`config.mk`:
```
export PLATFORM = sky130hd
export DESIGN_NAME = pi1_rr_arbiter_flat
export DESIGN_NICKNAME = d
export VERILOG_FILES = /design/src/rtl/pi1_rr_arbiter_if.sv /design/src/rtl/pi1_rr_arbiter.sv /design/src/flat_wrapper.sv
export SDC_FILE = /design/constraint.sdc
export NUM_CORES = 1
export LEC_CHECK = 0
export ABC_AREA = 1
export CAP_MARGIN = 10
export CORE_AREA = 2 2 160 162
export DETAILED_ROUTE_END_ITERATION = 7
export DIE_AREA = 0 0 162 164
export PLACE_DENSITY = 0.56
export SYNTH_ARGS = -nofsm -noshare
export SYNTH_HDL_FRONTEND = slang
export SYNTH_SLANG_ARGS = --single-unit
```
`constraint.sdc`:
```
create_clock -name clk_i -period 1.4 [get_ports clk_i]
set_clock_uncertainty 0.15 [all_clocks]
set_input_delay 0.28 -clock clk_i [delete_from_list [all_inputs] [get_ports clk_i]]
set_output_delay 0.28 -clock clk_i [all_outputs]
set_load 0.02 [all_outputs]
```
`src/rtl/pi1_rr_arbiter_if.sv`:
```
// pi1 bus bundle between MASTERCOUNT masters, the round-robin arbiter and one slave.
// Directions are named from the arbiter's side; `slave` is the arbiter view, `master` the environment view.
interface pi1_rr_arbiter_if #(
  parameter int ARCHBITSZ   = 32,
  parameter int MASTERCOUNT = 4
);
  localparam int ADDRBITSZ = ARCHBITSZ - $clog2(ARCHBITSZ/8);
  localparam int SELBITSZ  = ARCHBITSZ/8;

  logic [MASTERCOUNT-1:0][1:0]           m_pi1_op_i;
  logic [MASTERCOUNT-1:0][ADDRBITSZ-1:0] m_pi1_addr_i;
  logic [MASTERCOUNT-1:0][ARCHBITSZ-1:0] m_pi1_data_i;
  logic [MASTERCOUNT-1:0][SELBITSZ-1:0]  m_pi1_sel_i;
  logic [ARCHBITSZ-1:0]                  m_pi1_data_o;
  logic [MASTERCOUNT-1:0]                m_pi1_rdy_o;
  logic [1:0]                            s_pi1_op_o;
  logic [ADDRBITSZ-1:0]                  s_pi1_addr_o;
  logic [ARCHBITSZ-1:0]                  s_pi1_data_o;
  logic [SELBITSZ-1:0]                   s_pi1_sel_o;
  logic [ARCHBITSZ-1:0]                  s_pi1_data_i;
  logic                                  s_pi1_rdy_i;

  modport slave (
    input  m_pi1_op_i, m_pi1_addr_i, m_pi1_data_i, m_pi1_sel_i, s_pi1_data_i, s_pi1_rdy_i,
    output m_pi1_data_o, m_pi1_rdy_o, s_pi1_op_o, s_pi1_addr_o, s_pi1_data_o, s_pi1_sel_o
  );

  modport master (
    output m_pi1_op_i, m_pi1_addr_i, m_pi1_data_i, m_pi1_sel_i, s_pi1_data_i, s_pi1_rdy_i,
    input  m_pi1_data_o, m_pi1_rdy_o, s_pi1_op_o, s_pi1_addr_o, s_pi1_data_o, s_pi1_sel_o
  );
endinterface

```
`src/rtl/pi1_rr_arbiter.sv`:
```
// Round-robin arbiter: one pi1 slave shared by MASTERCOUNT masters, whole transactions per grant.
// Optional PI1_ARB_BURST_EN: up to BURSTLEN back-to-back transactions per grant.
module pi1_rr_arbiter #(
  parameter  int ARCHBITSZ   = 32,
  parameter  int MASTERCOUNT = 4,
  parameter  int BURSTLEN    = 4,
  localparam int GNTBITSZ    = (MASTERCOUNT > 1) ? $clog2(MASTERCOUNT) : 1
) (
  input  logic                 clk_i,
  input  logic                 rst_i,
  pi1_rr_arbiter_if.slave      bus,
  output logic [GNTBITSZ-1:0]  gnt_o
);

  if (ARCHBITSZ < 8 || (ARCHBITSZ % 8) != 0 || MASTERCOUNT < 1 || BURSTLEN < 1) begin : g_cfg_chk
    $error("pi1_rr_arbiter: illegal parameter set");
  end

  typedef enum logic [1:0] {S_IDLE, S_ISSUE, S_WAIT} state_e;

  state_e              state_q, state_d;
  logic [GNTBITSZ-1:0] gnt_q, gnt_d;
  logic [GNTBITSZ-1:0] ptr_q, ptr_d;
  logic [GNTBITSZ-1:0] gnt_inc;
  logic [GNTBITSZ-1:0] scan_idx;
  logic                scan_hit;
  logic [1:0]          cur_op;

`ifdef PI1_ARB_BURST_EN
  localparam int CNTBITSZ = (BURSTLEN > 1) ? $clog2(BURSTLEN) : 1;
  logic [CNTBITSZ-1:0] cnt_q, cnt_d;
`endif

  function automatic logic [GNTBITSZ-1:0] wrap_idx(input int v);
    return GNTBITSZ'((v >= MASTERCOUNT) ? v - MASTERCOUNT : v);
  endfunction

  assign cur_op  = bus.m_pi1_op_i[gnt_q];
  assign gnt_inc = (gnt_q == GNTBITSZ'(MASTERCOUNT-1)) ? '0 : gnt_q + 1'b1;
  assign gnt_o   = gnt_q;

  // Walk from the farthest offset down so the requester closest to ptr wins.
  always_comb begin
    scan_hit = 1'b0;
    scan_idx = '0;
    for (int i = MASTERCOUNT-1; i >= 0; i--) begin
      if (bus.m_pi1_op_i[wrap_idx(int'(ptr_q) + i)] != 2'd0) begin
        scan_hit = 1'b1;
        scan_idx = wrap_idx(int'(ptr_q) + i);
      end
    end
  end

  always_ff @(posedge clk_i) begin
    if (rst_i) begin
      state_q <= S_IDLE;
      gnt_q   <= '0;
      ptr_q   <= '0;
`ifdef PI1_ARB_BURST_EN
      cnt_q   <= '0;
`endif
    end else begin
      state_q <= state_d;
      gnt_q   <= gnt_d;
      ptr_q   <= ptr_d;
`ifdef PI1_ARB_BURST_EN
      cnt_q   <= cnt_d;
`endif
    end
  end

  always_comb begin
    state_d = state_q;
    gnt_d   = gnt_q;
    ptr_d   = ptr_q;
`ifdef PI1_ARB_BURST_EN
    cnt_d   = cnt_q;
`endif
    unique case (state_q)
      S_IDLE: begin
        if (scan_hit) begin
          state_d = S_ISSUE;
          gnt_d   = scan_idx;
`ifdef PI1_ARB_BURST_EN
          cnt_d   = '0;
`endif
        end
      end
      S_ISSUE: begin
        // A master that withdraws before acceptance forfeits its turn.
        if (cur_op == 2'd0) begin
          state_d = S_IDLE;
          ptr_d   = gnt_inc;
        end else if (bus.s_pi1_rdy_i) begin
          state_d = S_WAIT;
        end
      end
      S_WAIT: begin
        if (bus.s_pi1_rdy_i) begin
`ifdef PI1_ARB_BURST_EN
          if (cur_op != 2'd0 && cnt_q < CNTBITSZ'(BURSTLEN-1)) begin
            state_d = S_ISSUE;
            cnt_d   = cnt_q + 1'b1;
          end else begin
            state_d = S_IDLE;
            ptr_d   = gnt_inc;
          end
`else
          state_d = S_IDLE;
          ptr_d   = gnt_inc;
`endif
        end
      end
      default: state_d = S_IDLE;
    endcase
  end

  always_comb begin
    bus.s_pi1_op_o   = (state_q == S_ISSUE) ? cur_op : 2'd0;
    bus.s_pi1_addr_o = bus.m_pi1_addr_i[gnt_q];
    bus.s_pi1_data_o = bus.m_pi1_data_i[gnt_q];
    bus.s_pi1_sel_o  = bus.m_pi1_sel_i[gnt_q];
    bus.m_pi1_data_o = bus.s_pi1_data_i;
    bus.m_pi1_rdy_o  = '0;
    if (state_q != S_IDLE) bus.m_pi1_rdy_o[gnt_q] = bus.s_pi1_rdy_i;
  end

endmodule

```
`src/flat_wrapper.sv`:
```
// flat-port wrapper written by rule: the top's interface ports become plain ports
module pi1_rr_arbiter_flat 
#(
  parameter  int ARCHBITSZ   = 32,
  parameter  int MASTERCOUNT = 4,
  parameter  int BURSTLEN    = 4,
  localparam int GNTBITSZ    = (MASTERCOUNT > 1) ? $clog2(MASTERCOUNT) : 1
)
  (clk_i, rst_i, gnt_o, bus_m_pi1_op_i, bus_m_pi1_addr_i, bus_m_pi1_data_i, bus_m_pi1_sel_i, bus_s_pi1_data_i, bus_s_pi1_rdy_i, bus_m_pi1_data_o, bus_m_pi1_rdy_o, bus_s_pi1_op_o, bus_s_pi1_addr_o, bus_s_pi1_data_o, bus_s_pi1_sel_o);
  pi1_rr_arbiter_if #(.ARCHBITSZ(ARCHBITSZ), .MASTERCOUNT(MASTERCOUNT)) bus_i ();
  input  logic clk_i;
  input  logic rst_i;
  output logic [GNTBITSZ-1:0] gnt_o;
  input wire logic [$bits(bus_i.m_pi1_op_i)-1:0] bus_m_pi1_op_i;
  input wire logic [$bits(bus_i.m_pi1_addr_i)-1:0] bus_m_pi1_addr_i;
  input wire logic [$bits(bus_i.m_pi1_data_i)-1:0] bus_m_pi1_data_i;
  input wire logic [$bits(bus_i.m_pi1_sel_i)-1:0] bus_m_pi1_sel_i;
  input wire logic [$bits(bus_i.s_pi1_data_i)-1:0] bus_s_pi1_data_i;
  input wire logic [$bits(bus_i.s_pi1_rdy_i)-1:0] bus_s_pi1_rdy_i;
  output wire logic [$bits(bus_i.m_pi1_data_o)-1:0] bus_m_pi1_data_o;
  output wire logic [$bits(bus_i.m_pi1_rdy_o)-1:0] bus_m_pi1_rdy_o;
  output wire logic [$bits(bus_i.s_pi1_op_o)-1:0] bus_s_pi1_op_o;
  output wire logic [$bits(bus_i.s_pi1_addr_o)-1:0] bus_s_pi1_addr_o;
  output wire logic [$bits(bus_i.s_pi1_data_o)-1:0] bus_s_pi1_data_o;
  output wire logic [$bits(bus_i.s_pi1_sel_o)-1:0] bus_s_pi1_sel_o;
  assign bus_i.m_pi1_op_i = bus_m_pi1_op_i;
  assign bus_i.m_pi1_addr_i = bus_m_pi1_addr_i;
  assign bus_i.m_pi1_data_i = bus_m_pi1_data_i;
  assign bus_i.m_pi1_sel_i = bus_m_pi1_sel_i;
  assign bus_i.s_pi1_data_i = bus_s_pi1_data_i;
  assign bus_i.s_pi1_rdy_i = bus_s_pi1_rdy_i;
  assign bus_m_pi1_data_o = bus_i.m_pi1_data_o;
  assign bus_m_pi1_rdy_o = bus_i.m_pi1_rdy_o;
  assign bus_s_pi1_op_o = bus_i.s_pi1_op_o;
  assign bus_s_pi1_addr_o = bus_i.s_pi1_addr_o;
  assign bus_s_pi1_data_o = bus_i.s_pi1_data_o;
  assign bus_s_pi1_sel_o = bus_i.s_pi1_sel_o;
  pi1_rr_arbiter #(.ARCHBITSZ(ARCHBITSZ), .MASTERCOUNT(MASTERCOUNT), .BURSTLEN(BURSTLEN)) u_core (.clk_i(clk_i), .rst_i(rst_i), .bus(bus_i), .gnt_o(gnt_o));
endmodule
```
==> metrics <==
status=complete, but fails checks; failing checks=setup timing; worst r2r path cells=11; Post-route DRC=0; H-tree levels=1; GRT Util Overall=0.144; syn_nets=843; worst-path fanout max=7; area post-placement=7470 sq um; Avg Cell Area, Syn=5.05 sq um; RSZ-0062 raised after global routing=true; reg-to-reg critical path startpoint=u_core.gnt_o[0]$_SDFFE_PP0P_; WL/cell=17.7 um; Worst slew margin=0.796; worst reg2reg endpoint=u_core.state_q[1]$_SDFFE_PP0P_; total number of vias=5281; crit path launch type=flip-flop; Synth Cell Area=2690 sq um; worst setup path category=reg -> out; Die W=162 um; crit path capture type=primary output; largest net degree at the start of global routing=32; Initial Util=0.108; fin area=9090 sq um; IO Pins=413; synth unique cells=22; Post-layout nets=1216; total congestion overflow=0; worst hold endpoint=bus_m_pi1_data_o[27]; post-DP HPWL=14.3 mm; P_leak=3.54 nW; # port buffers=348; later-pin clock latency in the skew report=0.24 ns; Detail Route Antenna Nets=0; Hold Buf Count CTS=0; final hold violation count=0; minimum clock period=1.99 ns; number of max-cap violations=0; initial antenna violation count=0; Max Fclk=503 MHz; worst hold path class=in -> out; Inserted Clock Buffers=3; sequential area share after synthesis=0.0447; Syn-to-layout area delta=238%; Avg Vias per Cell=4.28; layout cell share with drive strength beyond 1=0.449; vias in the first global route=5226; ant diodes=0; hold depth=0; final period utilization=1.42; yosys synthesis warning count=0; Core ar.=24800 sq um; Synth Register Bits=6; drt total wl=21.8 mm; Hold WS=0.410 ns; final worst slack=-0.589 ns; worst-margin pin slew=0.303 ns; CP startpoint=u_core.gnt_o[0]$_SDFFE_PP0P_; Die Y=164 um; final setup fails=80; Post-Synthesis Cells=532; Clk pin slew, worst setup/hold paths=0.04 ns; Slew Limit Fails=0; CTS max path bufs=2; Cell Pwr Density=1020 nW/um^2; CTS tree=built; first-pass GRT wire length=29.9 mm; VDD IR max=0.510 mV; GP Congestion=0.856; row cnt=58; clock sink count=6; initial DRC count=191; Req. time, crit path=0.97 ns; TritonRoute pass-1 iters=4; min-delay src=bus_s_pi1_data_i[27]; Root Driver=clkbuf_16; reg-to-reg setup timing slack=-0.40 ns; Critical Path AT=1.56 ns; DIE AREA=26600 sq um
==> cell type report <==
class                      instances  area, sq um
fill                            2582        15700
timing repair buffer             444         4980
multi-input combinational        432         3390
tap                              330          413
sequential                         6          131
inverter                          18         95.1
clock buffer                       4         78.8
==> layout by cell type, fill, tap and decap left out, drive strengths merged <==
master           n
clkdlybuf4s50  266
buf            160
nor2           145
o21ai          140
o22ai           66
nand2           45
nand3           20
inv             17
clkbuf          10
a21oi            9
dlymetal6s2s     8
dfxtp            6
clkdlybuf4s15    4
ha               4
o211ai           1
clkinv           1
nand4            1
and2             1
==> metal layers <==
layer	vias to the layer above	wire (um)	global-route usage
li1	2580	-	-
met5	-	0	0
met3	21	1590	0.0273
met4	0	182	0.0209
met2	227	11000	0.269
met1	2453	9040	0.175
==> repair_timing <==
action                                  CTS  global route
resized for setup                       541           144
endpoints found under the setup margin   80            80
gates cloned                             13             7
buffers inserted                          8            14
pin swaps                                11            42
==> metrics by stage <==
stage / util / cells / power [W] / setup TNS (ns) / setup WS (ns)
finish: 0.366 / 1234 / 0.00924 / -35.65 / -0.589
detailed placement: 0.301 / 1188 / 0.00676 / -54.33 / -0.874
global placement: 0.301 / 1188 / 0.00675 / -54.05 / -0.894
global route: 0.366 / 1234 / 0.00976 / -39.97 / -0.642
floorplan: - / 532 / 0.00402 / -7.58 / -0.114
CTS: 0.336 / 1213 / 0.00849 / -37.43 / -0.601
==> worst max path at each step <==
stage,slack (ns),to,cells after the start
4_1_cts,-0.60,bus_s_pi1_sel_o[1],7
6_report,-0.59,bus_s_pi1_data_o[0],6
3_3_place_gp,-0.89,bus_s_pi1_op_o[0],8
2_1_floorplan,-0.11,bus_s_pi1_addr_o[11],5
3_5_place_dp,-0.87,bus_s_pi1_op_o[0],8
5_1_grt,-0.64,bus_s_pi1_sel_o[1],7
==> power breakdown <==
group          internal (W)  switching [W]  total, W
Clock              0.000380       0.000120  0.000500
Sequential         0.000207      0.0000610  0.000268
Combinational       0.00436        0.00412   0.00848
Total               0.00495        0.00430   0.00924
==> cell families (layout without fill, tap and decap cells) <==
kind of cell,count (synthesis),after routing,share of synthesized area
AO/OA/AOI/OAI,216,216,0.434
AND/OR/NAND/NOR,212,212,0.314
buffers and inverters,94,466,0.189
flip-flops,6,6,0.0447
adder cells (fa/ha/maj),4,4,0.0186
==> flip-flops by register name, indices dropped and copies added (netlist names) <==
signal	cells
u_core.state_q	2
u_core.ptr_q	2
u_core.gnt_o	2
==> critical path, cell delays in order (launching register included) <==
cell             delay, ns
dfxtp_4               0.44
inv_8                 0.08
buf_12                0.15
buf_16                0.14
o21ai_2               0.15
o22ai_4               0.09
clkdlybuf4s15_2       0.26
==> synthesized netlist by cell type (all sizes together) <==
| library cell | count | area, sq um |
|---|---|---|
| dfxtp | 6 | 120 |
| nand3 | 20 | 105 |
| nand4 | 1 | 6.26 |
| inv | 17 | 66.3 |
| clkinv | 1 | 3.75 |
| o211ai | 1 | 7.51 |
| o21ai | 140 | 701 |
| nand2 | 45 | 181 |
| and2 | 1 | 6.26 |
| buf | 48 | 333 |
| o22ai | 66 | 413 |
| a21oi | 9 | 45.0 |
| clkbuf | 28 | 105 |
| nor2 | 145 | 544 |
| ha | 4 | 50.1 |
No activity file was read; power rests on OpenSTA's default activity.
